[src/rtl/edge_pkg.sv]
// edge_pkg
// Shared constants and helpers for the multi-channel edge detector.
//   DEF_SYNC_STAGES : default synchroniser depth per channel
//   DEF_DEBOUNCE    : default debounce length in clock cycles
//   cnt_width()     : debounce counter width, clog2(depth) with a floor of 1
package edge_pkg;

  localparam int DEF_SYNC_STAGES = 2;
  localparam int DEF_DEBOUNCE    = 4;

  // The counter only has to reach depth-1, so clog2(depth) bits suffice.
  // Depths of 1 or 2 still need one physical bit.
  function automatic int cnt_width(input int depth);
    if (depth <= 2) return 1;
    return $clog2(depth);
  endfunction

endpackage

[src/rtl/edge_channel.sv]
// edge_channel
// One input channel: synchroniser chain, debounce counter, debounced level,
// and registered rise/fall/enabled-edge ticks.
// Ports:
//   clk       in   system clock, rising edge
//   rst       in   asynchronous active-low reset
//   level     in   raw asynchronous input
//   rise_en   in   enable rising edges onto tick
//   fall_en   in   enable falling edges onto tick
//   stable    out  debounced level
//   rise_tick out  one-cycle pulse when stable goes 0->1
//   fall_tick out  one-cycle pulse when stable goes 1->0
//   tick      out  rise/fall pulse gated by the enables sampled on that edge
module edge_channel
  import edge_pkg::*;
#(
  parameter int SYNC_STAGES = DEF_SYNC_STAGES,
  parameter int DEBOUNCE    = DEF_DEBOUNCE
) (
  input  logic clk,
  input  logic rst,
  input  logic level,
  input  logic rise_en,
  input  logic fall_en,
  output logic stable,
  output logic rise_tick,
  output logic fall_tick,
  output logic tick
);

  localparam int CW = cnt_width(DEBOUNCE);
  localparam logic [CW-1:0] CNT_MAX = CW'(DEBOUNCE - 1);

  logic [SYNC_STAGES-1:0] r_sync;
  logic [CW-1:0]          r_cnt;
  logic                   r_stable;
  logic                   r_rise;
  logic                   r_fall;
  logic                   r_tick;

  logic w_sync;
  logic w_differ;
  logic w_commit;

  assign w_sync   = r_sync[SYNC_STAGES-1];
  assign w_differ = w_sync ^ r_stable;
  // The debounced value flips on the DEBOUNCE-th consecutive differing cycle.
  assign w_commit = w_differ && (r_cnt == CNT_MAX);

  // Plain flop chain: no logic between stages so metastability can settle.
  always_ff @(posedge clk or negedge rst) begin
    if (!rst) begin
      r_sync <= '0;
    end else begin
      r_sync <= {r_sync[SYNC_STAGES-2:0], level};
    end
  end

  always_ff @(posedge clk or negedge rst) begin
    if (!rst) begin
      r_cnt    <= '0;
      r_stable <= 1'b0;
      r_rise   <= 1'b0;
      r_fall   <= 1'b0;
      r_tick   <= 1'b0;
    end else begin
      if (!w_differ || w_commit) begin
        r_cnt <= '0;
      end else begin
        r_cnt <= r_cnt + CW'(1);
      end
      if (w_commit) begin
        r_stable <= w_sync;
      end
      // Ticks are computed from the same commit condition, so they land on
      // the edge stable changes and last exactly one cycle. Enables only
      // gate tick; rise_tick/fall_tick are never masked.
      r_rise <= w_commit & w_sync;
      r_fall <= w_commit & ~w_sync;
      r_tick <= (w_commit & w_sync & rise_en) | (w_commit & ~w_sync & fall_en);
    end
  end

  assign stable    = r_stable;
  assign rise_tick = r_rise;
  assign fall_tick = r_fall;
  assign tick      = r_tick;

endmodule

[src/rtl/edge_detect_multi.sv]
// edge_detect_multi
// Multi-channel synchronise/debounce/edge-tick block between raw board
// inputs and the control FSMs.
// Ports:
//   clk       in   system clock, rising edge
//   rst       in   asynchronous active-low reset
//   level     in   [CHANNELS] raw asynchronous inputs
//   rise_en   in   [CHANNELS] per-channel rising-edge enable for tick
//   fall_en   in   [CHANNELS] per-channel falling-edge enable for tick
//   stable    out  [CHANNELS] debounced levels
//   rise_tick out  [CHANNELS] unmasked rising-edge pulses
//   fall_tick out  [CHANNELS] unmasked falling-edge pulses
//   tick      out  [CHANNELS] enabled-edge pulses (registered)
//   any_tick  out  OR of all tick bits
module edge_detect_multi
  import edge_pkg::*;
#(
  parameter int CHANNELS    = 4,
  parameter int SYNC_STAGES = DEF_SYNC_STAGES,
  parameter int DEBOUNCE    = DEF_DEBOUNCE
) (
  input  logic                clk,
  input  logic                rst,
  input  logic [CHANNELS-1:0] level,
  input  logic [CHANNELS-1:0] rise_en,
  input  logic [CHANNELS-1:0] fall_en,
  output logic [CHANNELS-1:0] stable,
  output logic [CHANNELS-1:0] rise_tick,
  output logic [CHANNELS-1:0] fall_tick,
  output logic [CHANNELS-1:0] tick,
  output logic                any_tick
);

  logic [CHANNELS-1:0] w_tick;

  for (genvar g = 0; g < CHANNELS; g++) begin : g_ch
    edge_channel #(
      .SYNC_STAGES (SYNC_STAGES),
      .DEBOUNCE    (DEBOUNCE)
    ) u_ch (
      .clk       (clk),
      .rst       (rst),
      .level     (level[g]),
      .rise_en   (rise_en[g]),
      .fall_en   (fall_en[g]),
      .stable    (stable[g]),
      .rise_tick (rise_tick[g]),
      .fall_tick (fall_tick[g]),
      .tick      (w_tick[g])
    );
  end

  assign tick     = w_tick;
  // Combinational OR of registered ticks: no extra cycle of latency.
  assign any_tick = |w_tick;

endmodule

[config.mk]
export PLATFORM = sky130hd
export DESIGN_NAME = edge_detect_multi
export DESIGN_NICKNAME = d
export VERILOG_FILES = /design/src/rtl/edge_pkg.sv /design/src/rtl/edge_channel.sv /design/src/rtl/edge_detect_multi.sv
export SDC_FILE = /design/constraint.sdc
export NUM_CORES = 1
export LEC_CHECK = 0
export CAP_MARGIN = 25
export CELL_PAD_IN_SITES_DETAIL_PLACEMENT = 0
export CELL_PAD_IN_SITES_GLOBAL_PLACEMENT = 2
export CORE_MARGIN = 1
export CORE_UTILIZATION = 25
export DETAILED_ROUTE_END_ITERATION = 10
export PLACE_DENSITY_LB_ADDON = 0.1
export SLEW_MARGIN = 20
export SYNTH_ARGS = -nofsm -noshare
export SYNTH_HDL_FRONTEND = slang
export SYNTH_SLANG_ARGS = --single-unit
[constraint.sdc]
create_clock -name clk -period 1.36 [get_ports clk]
set_input_delay 0.408 -clock clk [delete_from_list [all_inputs] [get_ports clk]]
set_output_delay 0.408 -clock clk [all_outputs]
set_load 0.01 [all_outputs]
* Word-level counts from Yosys, hierarchy flattened
Cells that the tools add are included.
Cells by class: reduce and logical (&&, ||, !) cells 13, bitwise operators 28, mux-type cells 4, equal/unequal tests 4, add/subtract/negate cells 4
Operators by type and width (number):
- $and A1 B1 Y1 | 16
- $add A2 B1 Y2 const B | 4
- $eq A2 B2 Y1 const B | 4
- $mux W2 | 4
- $logic_and A1 B1 Y1 | 4
- $logic_not A1 Y1 | 4
- $logic_or A1 B1 Y1 | 4
- $not A1 Y1 | 4
- $or A1 B1 Y1 | 4
- $reduce_or A4 Y1 | 1
- $xor A1 B1 Y1 | 4
Storage, ports and cells: flip-flop bits (word level) 32, output and inout port bits 17, bits of input ports 14

* Depth between registers and ports, before layout
depth in word-level cells 5, depth in mapped cells 3, mapped depth without buffers 3

* By module
From an unflattened synthesis, not the netlist that was laid out.
Unflattened totals: cell total of the unflattened synthesis 73, area, all modules 1173.6 um^2
By module, submodules not included:
- edge_channel | cells an instance 18, instances 4, area an instance 291.5 um^2
- edge_detect_multi | cells an instance 1, instances 1, area an instance 7.5 um^2

* Worst setup path before layout
No wires, ideal clock.
kind register -> output, start register g_ch[1].u_ch.r_tick, end output any_tick, path buffers 0, cell stages (with the launch flop) 2, slack 0.033 ns, arrival time 0.919 ns, path through dfrtp_1 or4_1
Between the ends: cells in the longest elaborated chain, start to end 1
Ends and longest elaborated chain:
- start: declaration | RTL line edge_channel.sv:39 | logic r_tick;
- start signal: assignment | RTL line edge_channel.sv:80 | r_tick <= (w_commit & w_sync & rise_en) | (w_commit & ~w_sync & fall_en);
- $reduce_or A4 Y1 | RTL line edge_detect_multi.sv:55 | assign any_tick = |w_tick;
- end: declaration | RTL line edge_detect_multi.sv:31 | output logic any_tick
No other way between the ends.

* Worst setup path in the final report
start register g_ch[3].u_ch.r_tick, end output any_tick
Between the ends: cells in the longest elaborated chain, start to end 1
Ends and longest elaborated chain (RTL line):
- start: declaration | edge_channel.sv:39
- start signal: assignment | edge_channel.sv:80
- $reduce_or A4 Y1 | edge_detect_multi.sv:55
No other way between the ends.

==> impl_metrics.toml <==
[synthesis]
synthDistinctLibCells = 15
ys_seq_area_share_pct = 64.6
ys_top_cells_by_count = "32 x dfrtp_1, 16 x buf_4, 8 x nor3b_1"
yosysWarnings = 0
netlist_area_sq_mm = 0.00124
synth_largest_area_cell = "dfrtp_1"
synth_edf_count = 0
ys_ff_latch = 32
syn-mean-instance-area_sq_um = 13.0
synth_ff_type = "dfrtp_1"
async_flop_share_pct = 100
synthCells = 95
synth_nets = 113
synth_most_common_cell = "dfrtp_1"
yosysTopAreaCellShare_pct = 64.6
synth.area.top_cells = "dfrtp_1 65%, buf_4 9.7%, nor3b_1 4.8%, ha_1 4.0%, xnor2_1 2.8%"

[drt]
wire_per_inst_microns = 10.7
routed_wl_mm = 2.04
drtPass1Iterations = 3
vias = 738
viasPerCell = 3.86
drc = 0
antenna_left = 0
drt_iter0_drc = 35

[setup_path]
crit_path_start = "g_ch[3].u_ch.tick"
reg2reg_from = "g_ch[3].u_ch.r_cnt[0]"
rrSetupSlack_ns = 0.19
path_class = "flip-flop to output pin"
cp.required_ns = 0.95
critPathLaunchType = "flip-flop"
r2r-end = "g_ch[3].u_ch.tick"
reg2reg_depth = 3
crit_arrival_ns = 1.31
crit_fanout = 2
setup.worst_path.end_class = "output pin"

[sta]
rsz0062_at_grt = "yes"
setup_violations = 1
slew_violations = 0
hold_violations = 0
hold_ws_ns = 0.349
fin_skew_ns = 0.00424
fin_setup_tns_ns = -0.362
worst_pin_slew_ns = 0.243
post-route-min-period_ns = 1.72
maxSlewHeadroom_pct = 83.6
period_share_pct = 127
clock.fmax_mhz = 581
setup_slack_ns = -0.362

[die]
coreArea_sq_mm = 0.00475
start_util_pct = 26.1
die_y_microns = 72.4
rows = 25
die_w_microns = 72.4
dieArea_sq_mm = 0.00524
ios = 31

[clock_network]
cts_buffers = 5
clock_latency_ns = 0.28
cts_tree = "built"
clock_path_buffers = 2
postCtsSetupRepairBufs = 0
cts_max_level = 2
clk_pin_slew_ns = 0.06
cts-root-buf = "clkbuf_8"
cts_hold_buffers = 0
numClockSinks = 32

[placed_design]
hpwl_mm = 1.44
gp_congestion = 0.729
port_buffers = 30
dp_slack_ns = -0.410

[grt]
overflow = 0
antenna_found_initial = 0
grt_pass1_wl_mm = 3.45
grt_pass1_vias = 739
grt_use_total_pct = 9.34
grt_max_degree = 33

[min_path]
worstHoldStart = "g_ch[2].u_ch.r_sync[0]"
min_path_type = "flip-flop to flip-flop"
holdPathStages = 0
min_to = "g_ch[2].u_ch.r_sync[1]"

[power]
vdd_drop_max_mv = 0.669
p_leak_nw = 0.803
power_density_mw_per_mm2 = 1630

[finish]
area_delta_synth_final_pct = 31.5
fin_nets = 141
layout-drive-gt1-share_pct = 13.7
diodes = 0

[run_status]
violations = "negative setup slack"
status = "complete, but fails checks"

[flow_run]
maxCapViolCount = 0
==> critical path, cell delays in order, from the launching register on <==
cell and delay, ns:
dfrtp_1 0.37, or4_1 0.52, buf_2 0.15
==> layout make-up <==
cell class / count / area, sq um
Clock buffer: 8 / 90.1
Timing Repair Buffer: 37 / 337
Multi-Input combinational cell: 43 / 303
Fill cell: 500 / 3130
Inverter: 4 / 15.0
Tap cell: 67 / 83.8
Sequential cell: 32 / 801
==> layout by cell type, fill, tap and decap left out, types with 2 or more instances in the layout <==
cell,count
a41o_1,2
and4b_1,2
buf_2,3
buf_4,6
clkbuf_1,2
clkbuf_8,6
clkdlybuf4s15_1,6
clkdlybuf4s50_1,13
dfrtp_1,32
dlygate4sd2_1,7
ha_1,4
inv_1,4
nand2_1,4
nand2b_1,2
nand4b_1,2
nor2_1,4
nor3_1,4
nor3b_1,8
o21ai_0,6
xnor2_1,4
==> cell families after synthesis <==
logic type | after synthesis | share of synthesized area (%)
compound gates | 8 | 4.04
xor+xnor | 4 | 2.83
fa+ha+maj | 4 | 4.04
buf+inv | 20 | 10.9
simple gates | 27 | 13.5
flops | 32 | 64.6
==> stage by stage <==
step	instance area (sq um)	util [%]	std cells	power (mW)
4_1_cts	1630	34.3	191	2.71
2_1_floorplan	1240	-	95	1.70
6_report	1630	34.3	191	2.66
3_3_place_gp	1570	33.0	183	1.97
3_5_place_dp	1570	33.0	183	1.99
5_1_grt	1630	34.3	191	2.86
==> repair_timing <==
action,CTS,global route
endpoints found under the setup margin,17,6
endpoints found under the hold margin,0,0
cloned,0,0
resized for setup,29,5
pin swaps,0,1
==> how the worst max path moves through the flow <==
stage	end	slack, ns	cells after the start
detailed placement	any_tick	-0.41	2
finish	any_tick	-0.36	2
CTS	any_tick	-0.38	2
global route	any_tick	-0.42	2
floorplan	any_tick	0.03	1
global placement	any_tick	-0.39	2
==> power breakdown <==
group	internal [mW]	switching, mW	leakage (nW)
sequential	1.13	0.0815	0.414
combinational	0.371	0.333	0.343
clock	0.412	0.327	0.0455
total	1.92	0.741	0.803
==> sequential cells by signal (all words and copies together), names as in the netlist <==
| register | flops |
|---|---|
| g_ch.u_ch.fall_tick | 4 |
| g_ch.u_ch.r_cnt | 8 |
| g_ch.u_ch.r_sync | 8 |
| g_ch.u_ch.rise_tick | 4 |
| g_ch.u_ch.stable | 4 |
| g_ch.u_ch.tick | 4 |
==> routing by layer <==
layer	vias to the layer above	GRT usage [%]	wire length (microns)	part of all wire, %
li1	361	-	-	-
met1	347	10.9	933	46
met2	23	13.4	897	44
met3	7	3.61	134	6.6
met4	0	7.84	73	3.6
met5	-	0	0	0
Power figures use the tool's default switching activity.
